$ cat config.mk
export PLATFORM = sky130hd
export DESIGN_NAME = vid_frame_sig
export DESIGN_NICKNAME = d
export VERILOG_FILES = /design/src/rtl/scv_pkg.sv /design/src/rtl/vid_crc_step.sv /design/src/rtl/vid_frame_sig.sv
export SDC_FILE = /design/constraint.sdc
export NUM_CORES = 1
export LEC_CHECK = 0
export BUFFER_PORTS_ARGS = -buffer_cell sky130_fd_sc_hd__buf_2
export CAP_MARGIN = 10
export CELL_PAD_IN_SITES_DETAIL_PLACEMENT = 0
export CELL_PAD_IN_SITES_GLOBAL_PLACEMENT = 1
export CORE_UTILIZATION = 45
export DETAILED_ROUTE_END_ITERATION = 6
export PLACE_DENSITY_LB_ADDON = 0.1
export SLEW_MARGIN = 40
export SYNTH_ARGS = -nofsm -noshare
export SYNTH_HDL_FRONTEND = slang
export SYNTH_SLANG_ARGS = --single-unit
$ cat constraint.sdc
create_clock -name CLK -period 3.9 [get_ports CLK]
set_input_delay 0.195 -clock CLK [delete_from_list [all_inputs] [get_ports CLK]]
set_output_delay 0.195 -clock CLK [all_outputs]
set_load 0.05 [all_outputs]
$ cat src/rtl/scv_pkg.sv
// -----------------------------------------------------------------------------
// scv_pkg
// Shared definitions for the frame-signature unit of the scv video path.
//   vfs_state_t   : capture sequencer states
//   VFS_CRC_POLY  : default 32-bit CRC polynomial (implicit top bit)
// -----------------------------------------------------------------------------
package scv_pkg;

    // Capture sequencer states. The ST_ prefix keeps the names clear of the
    // DONE output port in modules that import this package.
    typedef enum logic [1:0] {
        ST_IDLE    = 2'd0,
        ST_WAIT_VS = 2'd1,
        ST_CAPTURE = 2'd2,
        ST_DONE    = 2'd3
    } vfs_state_t;

    localparam logic [31:0] VFS_CRC_POLY = 32'h04C11DB7;

endpackage : scv_pkg

$ cat src/rtl/vid_crc_step.sv
// -----------------------------------------------------------------------------
// vid_crc_step
// Combinational, fully unrolled CRC update over one pixel word.
// Bits are consumed MSB-first, no reflection, no final XOR.
// Kept standalone so benches can reuse it as a reference model.
//   crc_in  [CRC_W] : running CRC before this pixel
//   data    [RGB_W] : pixel word (already masked by the caller)
//   crc_out [CRC_W] : CRC after all RGB_W bits of data
// -----------------------------------------------------------------------------
module vid_crc_step
    import scv_pkg::*;
#(
    parameter int                 RGB_W    = 24,
    parameter int                 CRC_W    = 32,
    parameter logic [CRC_W-1:0]   CRC_POLY = VFS_CRC_POLY
) (
    input  logic [CRC_W-1:0] crc_in,
    input  logic [RGB_W-1:0] data,
    output logic [CRC_W-1:0] crc_out
);

    logic [CRC_W-1:0] acc_s;

    // Serial CRC shift register unrolled across all data bits.
    always_comb begin
        acc_s = crc_in;
        for (int i = RGB_W - 1; i >= 0; i--) begin
            if ((acc_s[CRC_W-1] ^ data[i]) == 1'b1) begin
                acc_s = {acc_s[CRC_W-2:0], 1'b0} ^ CRC_POLY;
            end else begin
                acc_s = {acc_s[CRC_W-2:0], 1'b0};
            end
        end
        crc_out = acc_s;
    end

endmodule : vid_crc_step

$ cat src/rtl/vid_frame_sig.sv
// -----------------------------------------------------------------------------
// vid_frame_sig
// Frame-signature unit for the epochtv1 video output. Computes a CRC over the
// active (DE) pixels of one or more frames and measures line count / width.
//   CLK, RES      : clock, synchronous active-high reset
//   CE            : pixel clock enable, video inputs valid only when high
//   DE, HS, VS    : active video, hsync (unused), vsync (rising = frame edge)
//   RGB, CH_MASK  : pixel data and per-bit include mask
//   MODE          : 0 single-shot over NFRAMES frames, 1 continuous
//   ARM           : one-CLK start/restart pulse
//   NFRAMES       : frame count for single-shot (0 behaves as 1)
//   BUSY, DONE    : status (DONE is a level in single-shot, a pulse otherwise)
//   SIG           : latched signature
//   LINES, WIDTH  : active lines / first-line width of the last frame
//   ERR           : a line of the last frame differed from the first's width
// -----------------------------------------------------------------------------
module vid_frame_sig
    import scv_pkg::*;
#(
    parameter int               RGB_W    = 24,
    parameter int               CRC_W    = 32,
    parameter logic [CRC_W-1:0] CRC_POLY = VFS_CRC_POLY,
    parameter int               CNT_W    = 10,
    parameter int               NF_W     = 4
) (
    input  logic             CLK,
    input  logic             RES,
    input  logic             CE,
    input  logic             DE,
    input  logic             HS,
    input  logic             VS,
    input  logic [RGB_W-1:0] RGB,
    input  logic [RGB_W-1:0] CH_MASK,
    input  logic             MODE,
    input  logic             ARM,
    input  logic [NF_W-1:0]  NFRAMES,
    output logic             BUSY,
    output logic             DONE,
    output logic [CRC_W-1:0] SIG,
    output logic [CNT_W-1:0] LINES,
    output logic [CNT_W-1:0] WIDTH,
    output logic             ERR
);

    localparam logic [CRC_W-1:0] CRC_INIT = {CRC_W{1'b1}};
    localparam logic [CNT_W-1:0] CNT_ZERO = {CNT_W{1'b0}};
    localparam logic [CNT_W-1:0] CNT_ONE  = {{(CNT_W-1){1'b0}}, 1'b1};
    localparam logic [NF_W:0]    NF_ONE   = {{NF_W{1'b0}}, 1'b1};

    // Saturating counter increment for pixel and line counts.
    function automatic logic [CNT_W-1:0] sat_inc(input logic [CNT_W-1:0] v);
        logic [CNT_W-1:0] r;
        if (v == {CNT_W{1'b1}}) begin
            r = v;
        end else begin
            r = v + CNT_ONE;
        end
        return r;
    endfunction

    vfs_state_t       state_r;
    logic             vs_q_r;
    logic             de_q_r;
    logic [CRC_W-1:0] crc_r;
    logic [CNT_W-1:0] pix_r;
    logic [CNT_W-1:0] line_r;
    logic [CNT_W-1:0] width_w_r;
    logic             width_valid_r;
    logic             err_w_r;
    logic [NF_W-1:0]  frame_cnt_r;
    logic             busy_r;
    logic             done_r;
    logic [CRC_W-1:0] sig_r;
    logic [CNT_W-1:0] lines_r;
    logic [CNT_W-1:0] width_r;
    logic             err_r;

    logic             vs_rise_s;
    logic             de_fall_s;
    logic [RGB_W-1:0] px_data_s;
    logic [CRC_W-1:0] crc_base_s;
    logic [CRC_W-1:0] crc_step_s;
    logic [CNT_W-1:0] line_n_s;
    logic [CNT_W-1:0] width_w_n_s;
    logic             width_valid_n_s;
    logic             err_w_n_s;
    logic [NF_W:0]    fc_n_s;
    logic [NF_W:0]    target_s;
    logic             last_frame_s;
    logic             unused_hs_s;

    // HS is informational only; line ends come from DE falling.
    assign unused_hs_s = HS;

    // Edge detection against the CE-sampled copies of VS and DE.
    always_comb begin
        vs_rise_s = CE & VS & ~vs_q_r;
        de_fall_s = CE & ~DE & de_q_r;
        px_data_s = RGB & CH_MASK;
    end

    // A frame start (from WAIT_VS, or every boundary in continuous mode)
    // restarts the CRC, so a pixel on that same CE folds into the fresh seed.
    always_comb begin
        if (vs_rise_s && ((state_r == ST_WAIT_VS) || MODE)) begin
            crc_base_s = CRC_INIT;
        end else begin
            crc_base_s = crc_r;
        end
    end

    vid_crc_step #(
        .RGB_W    (RGB_W),
        .CRC_W    (CRC_W),
        .CRC_POLY (CRC_POLY)
    ) u_crc_step (
        .crc_in  (crc_base_s),
        .data    (px_data_s),
        .crc_out (crc_step_s)
    );

    // Line-end geometry update; evaluated before any frame boundary on the
    // same CE so a closing line still belongs to the closing frame.
    always_comb begin
        line_n_s        = line_r;
        width_w_n_s     = width_w_r;
        width_valid_n_s = width_valid_r;
        err_w_n_s       = err_w_r;
        if (de_fall_s) begin
            line_n_s = sat_inc(line_r);
            if (!width_valid_r) begin
                width_w_n_s     = pix_r;
                width_valid_n_s = 1'b1;
            end else if (pix_r != width_w_r) begin
                err_w_n_s = 1'b1;
            end else begin
                err_w_n_s = err_w_r;
            end
        end else begin
            line_n_s = line_r;
        end
    end

    // Single-shot terminates once the frame count reaches max(NFRAMES, 1).
    always_comb begin
        fc_n_s = {1'b0, frame_cnt_r} + NF_ONE;
        if (NFRAMES == {NF_W{1'b0}}) begin
            target_s = NF_ONE;
        end else begin
            target_s = {1'b0, NFRAMES};
        end
        last_frame_s = (fc_n_s >= target_s);
    end

    // Capture sequencer with registered status and result outputs.
    always_ff @(posedge CLK) begin
        if (RES) begin
            state_r       <= ST_IDLE;
            vs_q_r        <= 1'b0;
            de_q_r        <= 1'b0;
            crc_r         <= {CRC_W{1'b0}};
            pix_r         <= CNT_ZERO;
            line_r        <= CNT_ZERO;
            width_w_r     <= CNT_ZERO;
            width_valid_r <= 1'b0;
            err_w_r       <= 1'b0;
            frame_cnt_r   <= {NF_W{1'b0}};
            busy_r        <= 1'b0;
            done_r        <= 1'b0;
            sig_r         <= {CRC_W{1'b0}};
            lines_r       <= CNT_ZERO;
            width_r       <= CNT_ZERO;
            err_r         <= 1'b0;
        end else begin
            if (CE) begin
                vs_q_r <= VS;
                de_q_r <= DE;
            end

            if (ARM) begin
                // ARM overrides any video event on the same cycle.
                state_r       <= ST_WAIT_VS;
                busy_r        <= 1'b1;
                done_r        <= 1'b0;
                err_r         <= 1'b0;
                frame_cnt_r   <= {NF_W{1'b0}};
                crc_r         <= CRC_INIT;
                pix_r         <= CNT_ZERO;
                line_r        <= CNT_ZERO;
                width_w_r     <= CNT_ZERO;
                width_valid_r <= 1'b0;
                err_w_r       <= 1'b0;
            end else begin
                case (state_r)
                    ST_IDLE: begin
                        busy_r <= 1'b0;
                    end

                    ST_WAIT_VS: begin
                        if (vs_rise_s) begin
                            state_r       <= ST_CAPTURE;
                            frame_cnt_r   <= {NF_W{1'b0}};
                            line_r        <= CNT_ZERO;
                            width_w_r     <= CNT_ZERO;
                            width_valid_r <= 1'b0;
                            err_w_r       <= 1'b0;
                            crc_r         <= DE ? crc_step_s : CRC_INIT;
                            pix_r         <= DE ? CNT_ONE : CNT_ZERO;
                        end
                    end

                    ST_CAPTURE: begin
                        done_r <= 1'b0;
                        if (vs_rise_s) begin
                            lines_r       <= line_n_s;
                            width_r       <= width_w_n_s;
                            err_r         <= err_w_n_s;
                            frame_cnt_r   <= fc_n_s[NF_W-1:0];
                            line_r        <= CNT_ZERO;
                            width_w_r     <= CNT_ZERO;
                            width_valid_r <= 1'b0;
                            err_w_r       <= 1'b0;
                            if (!MODE && last_frame_s) begin
                                // The pixel on this CE, if any, is dropped.
                                sig_r   <= crc_r;
                                state_r <= ST_DONE;
                                busy_r  <= 1'b0;
                                done_r  <= 1'b1;
                                pix_r   <= CNT_ZERO;
                            end else begin
                                if (MODE) begin
                                    sig_r  <= crc_r;
                                    done_r <= 1'b1;
                                end
                                crc_r <= DE ? crc_step_s : crc_base_s;
                                pix_r <= DE ? CNT_ONE : CNT_ZERO;
                            end
                        end else begin
                            line_r        <= line_n_s;
                            width_w_r     <= width_w_n_s;
                            width_valid_r <= width_valid_n_s;
                            err_w_r       <= err_w_n_s;
                            if (de_fall_s) begin
                                pix_r <= CNT_ZERO;
                            end else if (CE && DE) begin
                                pix_r <= sat_inc(pix_r);
                                crc_r <= crc_step_s;
                            end else begin
                                pix_r <= pix_r;
                            end
                        end
                    end

                    ST_DONE: begin
                        busy_r <= 1'b0;
                    end

                    default: begin
                        state_r <= ST_IDLE;
                        busy_r  <= 1'b0;
                        done_r  <= 1'b0;
                    end
                endcase
            end
        end
    end

    assign BUSY  = busy_r;
    assign DONE  = done_r;
    assign SIG   = sig_r;
    assign LINES = lines_r;
    assign WIDTH = width_r;
    assign ERR   = err_r;

endmodule : vid_frame_sig

==> flow_metrics.tcl, run 1 <==
set metrics [dict create \
    status "complete, no violations" \
    io_buffer_count 113 \
    start_util 0.464 \
    gr-total-overflow 0 \
    synthSimpleGateAreaFrac 0.137 \
    detail-route-antenna-nets 0 \
    synth.cell_area_sq_um 8800 \
    yosysMostFrequentCell "nor2_1" \
    crit_fanout 7 \
    hold_viol_final 0 \
    final.period_utilization 0.935 \
    dieWidth_um 142 \
    cpPeakStageDelay_ns 0.60 \
    setup_viol 0 \
    worst_pin_slew_ns 0.785 \
    syn-num-nets 1048 \
    avgSynthCellArea_sq_um 8.99 \
    ios 115 \
    yosys.area.top_type "dfxtp_1" \
    path_clk_slew_ns 0.07 \
    cts-root-buf "clkbuf_16" \
    crit_path_top_delay_cell "xnor3_4" \
    finalSetupTns_ns 0 \
    min_period_ns 3.65 \
    cts_tree "built" \
    finalNetCount 1169 \
    slew_headroom 0.473 \
    highest_layer "met4" \
    antenna_found_initial 0 \
    synth_seq_cells 127 \
    synth_xor_area_frac 0.360 \
    cp_top_family "XOR/XNOR gates" \
    cp_num_buf_inv 1 \
    dominantRegCellSynth "dfxtp_1" \
    cp_data_arrival_time_ns 3.98 \
    ys_warn_count 0 \
    hp-class "input port to flip-flop" \
    synth_top_family_by_area "XOR/XNOR gates" \
    grt_start_max_net_pins 90 \
    drt_iter0_drc 368 \
    cts_resized 0 \
    drc 0 \
    yosys-top-cells-area "dfxtp_1 29%, xnor2_1 15%, xor2_1 8.8%" \
    cts_inserted_buffers 17 \
    vias_per_cell 5.22 \
    grt_pass1_vias 6867 \
    placed_area_sq_um 9780 \
    drv_slew 0 \
    synthMuxAreaShare 0.0434 \
    die_area_sq_um 20100 \
    synth-seq-area-share 0.289 \
    hold_buffers 0 \
    hold-worst-slack_ns 0.0612 \
    clock_path_buffers 2 \
    synth_top_area_frac 0.289 \
    ys_types 56 \
    syn_to_final_growth_pct 17.9 \
    fillerInstances 1834 \
    die_h_um 142 \
    max-cap-violations 0 \
    via_count 7169 \
    path_cells "inv_1 > ha_1 > nor2_1 > o21ai_0 > mux2i_1 > xnor2_2 > xnor3_2 > xnor3_4 > xnor2_4 > xnor2_1 > xor2_1 > a311oi_1" \
    clock_latency_ns 0.43 \
    async_flop_share 0 \
    num_rows 50 \
    end_kind "flip-flop" \
    placeableCoreArea_sq_um 19000 \
    met2_length_mm 11.6 \
    grt_usage 0.250 \
    cp_data_required_time_ns 4.23 \
    fmax_mhz 274 \
    critPathKind "flip-flop to flip-flop" \
    cts_sinks 127 \
    routedWlPerCell_um 17.7 \
    hpwl_mm 18.0 \
    postCtsSetupRepairBufs 0 \
    synth-compound-area-share 0.121 \
    final_area_sq_um 10400 \
    met1_length_mm 11.2 \
    synthAdderAreaFrac 0.0128 \
    htreeDepth 4 \
    fin_skew_ns 0.0158 \
    place_congestion 0.934 \
    diodes 0 \
    synth_edf_count 0 \
    dr.pass1.iters 5 \
    wl_met3_um 933 \
    finish.utilization 0.547 \
    rsz0062_at_grt "no" \
    start_kind "flip-flop" \
    synth_commonest_cells "154 x nor2_1, 151 x xnor2_1, 127 x dfxtp_1, 88 x xor2_1, 64 x nand2_1" \
    wl_mm 24.3 \
    syn-instance-count 979 \
    drive_gt1_frac 0.205 \
    grt_pass1_wl_mm 38.0 \
]
[cells in the final DEF, fill, tap and decap left out, types with 4 or more instances in the layout]
| cell | instances |
|---|---|
| xnor2_1 | 151 |
| inv_8 | 4 |
| xnor3_4 | 4 |
| clkbuf_16 | 17 |
| nor2_2 | 4 |
| buf_4 | 44 |
| inv_6 | 4 |
| mux2i_1 | 37 |
| nor3_1 | 13 |
| nand3_1 | 7 |
| xnor2_2 | 8 |
| nand2_1 | 64 |
| nor2_1 | 151 |
| or3_1 | 4 |
| a211oi_1 | 17 |
| xor2_2 | 4 |
| o22ai_1 | 19 |
| buf_2 | 113 |
| o21ai_0 | 38 |
| a21o_1 | 8 |
| ha_1 | 9 |
| xor2_1 | 88 |
| a21oi_1 | 43 |
| a311oi_1 | 16 |
| and3_1 | 6 |
| inv_1 | 10 |
| dfxtp_1 | 127 |
| a22oi_1 | 15 |
| nand4_1 | 5 |
| xnor3_1 | 22 |
[tightest hold or removal path, delay by kind of cell]
kind                   cells  cell delay [ns]
buffers and inverters      1             0.12
muxes                      1             0.07
and+or+nand+nor            1             0.07
[logic make-up (layout without fill, tap and decap cells)]
logic type      Yosys count  after routing
xor+xnor                288            288
simple gates            281            281
compound gates          169            169
flops                   127            127
buf+inv                  67            201
mux                      38             38
fa+ha+maj                 9              9
[final cells by class]
class | instances | area [sq um] | share of cell area
Clock buffer | 18 | 429 | 0.0414
Clock inverter | 14 | 171 | 0.0165
Inverter | 10 | 37.5 | 0.00362
Multi-Input combinational cell | 785 | 5940 | 0.573
Sequential cell | 127 | 2540 | 0.245
Tap cell | 260 | 325 | 0.0313
Timing Repair Buffer | 159 | 927 | 0.0893
[layer usage]
metal  up-vias  GRT usage
li1       3557          -
met1      3414      0.328
met2       167      0.416
met3        31     0.0378
met4         0     0.0911
met5         -          0
[sequential cells by signal (all words and copies together), names as in the netlist, 2 cells and up]
signal	count
crc_r	32
width_w_r	10
WIDTH	10
state_r	2
line_r	10
LINES	10
frame_cnt_r	4
SIG	32
pix_r	10
[path summary, 6_finish.rpt]
path / from / end / slack (ns) / cells after the start
hold reg to reg: LINES[8] / LINES[8] / 0.48 / 2
hold / removal: VS / vs_q_r / 0.06 / 3
setup reg to reg: state_r[1] / crc_r[4] / 0.25 / 12
setup / recovery: state_r[1] / crc_r[4] / 0.25 / 12
[stage by stage]
stage,std cells,worst slack (ns)
after global routing,1373,0.105
after detailed placement,1341,0.306
after global placement,1341,0.327
final,1373,0.253
after CTS,1373,0.261
after floorplan,979,0.526
Power of run 1 is not shown: default switching activity piles up to over one toggle a cycle in this logic, so the estimate is an artifact.
==> run 2: changes to the inputs <==
- CTS_BUF_LIST: default -> sky130_fd_sc_hd__clkbuf_16
==> run 2 against run 1 <==
Net effect: worst hold slack improved by 0.0025 ns; fmax about the same; critical path type unchanged; clock skew grew 0.0011 ns; largest cell class unchanged; cell area is the same.
==> flow_metrics.tcl, run 2 (same netlist as run 1, synthesis figures left out) <==
set metrics [dict create \
    status "complete, no violations" \
    cp_data_required_time_ns 4.23 \
    drt_iter0_drc 369 \
    hold_buffers 0 \
    grt_pass1_vias 6867 \
    clock_path_buffers 2 \
    wl_mm 24.3 \
    top_usage_layer "met2" \
    grt_pass1_wl_mm 38.0 \
    final_area_sq_um 10400 \
    fmax_mhz 274 \
    vias_per_cell 5.22 \
    via_count 7173 \
    ios 115 \
    place_congestion 0.934 \
    end_kind "flip-flop" \
    hp-class "input port to flip-flop" \
    grt_start_max_net_pins 90 \
    syn_to_final_growth_pct 17.9 \
    die_area_sq_um 20100 \
    clock_latency_ns 0.43 \
    slew_headroom 0.467 \
    max-cap-violations 0 \
    mostFrequentLayoutCells "151 x xnor2_1, 151 x nor2_1, 127 x dfxtp_1, 113 x buf_2, 88 x xor2_1" \
    gr-total-overflow 0 \
    cts_inserted_buffers 17 \
    antenna_found_initial 0 \
    met2_usage 0.416 \
    fin_skew_ns 0.0169 \
    cts_sinks 127 \
    crit_path_top_delay_cell "xnor3_4" \
    drv_slew 0 \
    finalNetCount 1169 \
    crit_fanout 7 \
    dieWidth_um 142 \
    start_util 0.464 \
    postCtsSetupRepairBufs 0 \
    cts-root-buf "clkbuf_16" \
    drive_gt1_frac 0.205 \
    regToRegSetupSlack_ns 0.25 \
    critPathKind "flip-flop to flip-flop" \
    placed_area_sq_um 9780 \
    path_cells "inv_1 > ha_1 > nor2_1 > o21ai_0 > mux2i_1 > xnor2_2 > xnor3_2 > xnor3_4 > xnor2_4 > xnor2_1 > xor2_1 > a311oi_1" \
    use_met3 0.0378 \
    min_period_ns 3.65 \
    cts_tree "built" \
    worst_pin_slew_ns 0.793 \
    setup_viol 0 \
    start_kind "flip-flop" \
    grt_usage 0.250 \
    placeableCoreArea_sq_um 19000 \
    grt_util_met1 0.328 \
    hpwl_mm 18.0 \
    io_buffer_count 113 \
    routedWlPerCell_um 17.7 \
    finalSetupTns_ns 0 \
    dr.pass1.iters 6 \
    drc 0 \
    hold_viol_final 0 \
    detail-route-antenna-nets 0 \
    path_clk_slew_ns 0.07 \
    diodes 0 \
    cp_data_arrival_time_ns 3.98 \
    num_rows 50 \
    die_h_um 142 \
    final.period_utilization 0.935 \
    htreeDepth 4 \
    rsz0062_at_grt "no" \
    cpPeakStageDelay_ns 0.60 \
    cts_resized 0 \
]
==> run 2: worst paths after layout <==
| check | cells past startpoint | to | start |
|---|---|---|---|
| setup / recovery | 12 | crc_r[4] | state_r[1] |
| hold / removal | 3 | vs_q_r | VS |
| setup reg to reg | 12 | crc_r[4] | state_r[1] |
| hold reg to reg | 2 | LINES[8] | LINES[8] |
==> run 2: area by class of cell <==
cell class	count	area (sq um)
multi-input combinational	785	5940
clock buffer	17	425
timing repair buffer	159	927
sequential	127	2540
inverter	10	37.5
tap	260	325
clock inverter	15	175
fill	1834	8580
==> run 2: per-layer routing <==
metal	wire length, um	part of all wire
met5	0	0
met4	564	0.023
met3	908	0.037
met2	11600	0.48
met1	11200	0.46
==> run 2: worst max-delay path, delay by kind of cell, from the launching register on <==
family,cells,cell delay (ns)
and+or+nand+nor,1,0.36
buffers and inverters,1,0.06
DFF,1,0.36
AOI/OAI and AO/OA,2,0.39
adders and majority gates,1,0.21
xor gates and xnor gates,6,1.81
muxes,1,0.37
==> run 2: per-stage QoR <==
stage          worst slack, ns  instances  hold WS [ns]   util
3_5_place_dp             0.306       1341         0.466  0.516
3_3_place_gp             0.327       1341         0.463  0.515
4_1_cts                  0.261       1373        0.0617  0.547
6_report                 0.253       1373        0.0637  0.547
2_1_floorplan            0.526        979         0.342      -
5_1_grt                  0.105       1373        0.0805  0.547
Power of run 2 is left out for the same reason.
==> run 3: changes to the inputs <==
- BUFFER_PORTS_ARGS: -buffer_cell sky130_fd_sc_hd__buf_2 -> default
- CORE_UTILIZATION: 45 -> 49
- DONT_BUFFER_PORTS: default -> 1
==> run 3 against run 2 <==
Net effect: cell count fell by 10%; utilization increased by 1.8 points; cell area down 5.0%; register-to-register slack about the same; sequential share of layout area up 1.3 points; first-iteration DRC count rose by 22%; worst setup slack lost 0.00096 ns; worst hold slack worse by 0.046 ns; sequential cell count stayed put; die area decreased by 8.1%; global-route usage rose by 3.0 points; non-clock buffer count shrank 105; critical path type unchanged; highest routed layer unchanged.
==> flow_metrics.tcl, run 3 (same netlist as run 1, synthesis figures left out) <==
set metrics [dict create \
    setup_viol 0 \
    final.period_utilization 0.935 \
    wl_mm 25.1 \
    diodes 0 \
    cts_sinks 127 \
    finalSetupTns_ns 0 \
    vias_per_cell 5.63 \
    crit_fanout 5 \
    startpoint "state_r[1]" \
    detail-route-antenna-nets 0 \
    antenna_found_initial 0 \
    status "complete, no violations" \
    grt_start_max_net_pins 90 \
    worst_pin_slew_ns 0.800 \
    cpPeakStageDelay_ns 0.47 \
    postCtsSetupRepairBufs 0 \
    hp-class "input port to flip-flop" \
    fillerInstances 1590 \
    r2r-end "crc_r[17]" \
    hold_viol_final 0 \
    min_period_ns 3.65 \
    drc 0 \
    die_area_sq_um 18500 \
    placed_cells 1195 \
    htreeDepth 4 \
    grt_usage 0.280 \
    clock_latency_ns 0.42 \
    routedWlPerCell_um 20.4 \
    cts_inserted_buffers 17 \
    dr.pass1.iters 5 \
    die_h_um 136 \
    placeableCoreArea_sq_um 17400 \
    grt_pass1_vias 6794 \
    path_clk_slew_ns 0.06 \
    hold_depth 2 \
    num_rows 48 \
    cp_data_required_time_ns 4.19 \
    syn_to_final_growth_pct 12.0 \
    drt_iter0_drc 450 \
    cts_tree "built" \
    slew_headroom 0.465 \
    endpoint "crc_r[17]" \
    max-cap-violations 0 \
    place_congestion 0.937 \
    regToRegSetupSlack_ns 0.25 \
    end_kind "flip-flop" \
    cp_data_arrival_time_ns 3.94 \
    ff2ff_path_depth 13 \
    crit_path_top_delay_cell "xnor3_2" \
    crit_top_cell "xnor2_2" \
    grt_pass1_wl_mm 38.3 \
    path_cells "inv_1 > ha_1 > or2_2 > a21o_1 > mux2i_2 > xnor2_2 > xnor3_2 > buf_4 > xnor2_2 > xor2_1 > xnor3_1 > o22ai_1 > nor2_1" \
    cp_top_family "XOR/XNOR gates" \
    final_cells 1232 \
    hpwl_mm 19.1 \
    final_area_sq_um 9860 \
    drv_slew 0 \
    rsz0062_at_grt "no" \
    critPathKind "flip-flop to flip-flop" \
    dieWidth_um 136 \
    finalNetCount 1064 \
    io_buffer_count 0 \
    via_count 6935 \
    cts-root-buf "clkbuf_16" \
    fmax_mhz 274 \
    start_kind "flip-flop" \
    clock_path_buffers 2 \
    start_util 0.505 \
    fin_skew_ns 0.00921 \
    mostFrequentLayoutCells "151 x xnor2_1, 151 x nor2_1, 127 x dfxtp_1, 88 x xor2_1, 64 x nand2_1" \
    gr-total-overflow 0 \
    cp_num_cells 13 \
    finish.utilization 0.566 \
    ios 115 \
    cp_num_buf_inv 2 \
    hold_start "DE" \
    placed_area_sq_um 9160 \
    r2r_start "state_r[1]" \
    drive_gt1_frac 0.117 \
]
==> run 3: changes by cell type in the layout (fill, tap and decap cells not counted), sizes merged <==
cell         before  now
inv              19   14
dlygate4sd3       0    5
clkinv            1    6
bufinv            2    3
clkinvlp          3    1
buf             159   49
==> run 3: how the worst min path moves through the flow <==
stage	endpoint	slack (ns)
floorplan	vs_q_r	0.34
global placement	LINES[6]	0.27
detailed placement	LINES[6]	0.27
CTS	crc_r[31]	0.001
global route	crc_r[30]	0.04
finish	pix_r[0]	0.02
==> run 3: layer usage <==
metal  part of all wire  global-route usage
met5                  0                   0
met3              0.051              0.0496
met4              0.029               0.110
met1               0.42               0.339
met2               0.50               0.490
==> run 3: worst register-to-register path, stage by stage (launching register included) <==
cell and delay, ns:
dfxtp_1 0.36, inv_1 0.06, ha_1 0.20, or2_2 0.34
a21o_1 0.21, mux2i_2 0.30, xnor2_2 0.17, xnor3_2 0.47
buf_4 0.19, xnor2_2 0.30, xor2_1 0.35, xnor3_1 0.39
o22ai_1 0.13, nor2_1 0.05
==> run 3: area by class of cell <==
class / instances / area (sq um) / area share
multi-input combinational: 785 / 5950 / 0.604
clock buffer: 17 / 425 / 0.0432
sequential: 127 / 2540 / 0.258
inverter: 10 / 37.5 / 0.00381
timing repair buffer: 54 / 438 / 0.0444
tap: 225 / 282 / 0.0286
clock inverter: 14 / 183 / 0.0185
==> run 3: per-stage QoR <==
step	setup slack (ns)	hold slack, ns
4_1_cts	0.102	0.00128
5_1_grt	0.0873	0.0371
6_report	0.252	0.0178
3_5_place_dp	0.190	0.272
3_3_place_gp	0.213	0.272
2_1_floorplan	0.526	0.342
==> run 3: what timing repair did <==
action                                  CTS  global route
hold endpoints to repair                 88             0
resized for setup                         0             1
endpoints found under the setup margin    0             2
hold buffers                              6             0
Power of run 3 is left out for the same reason.
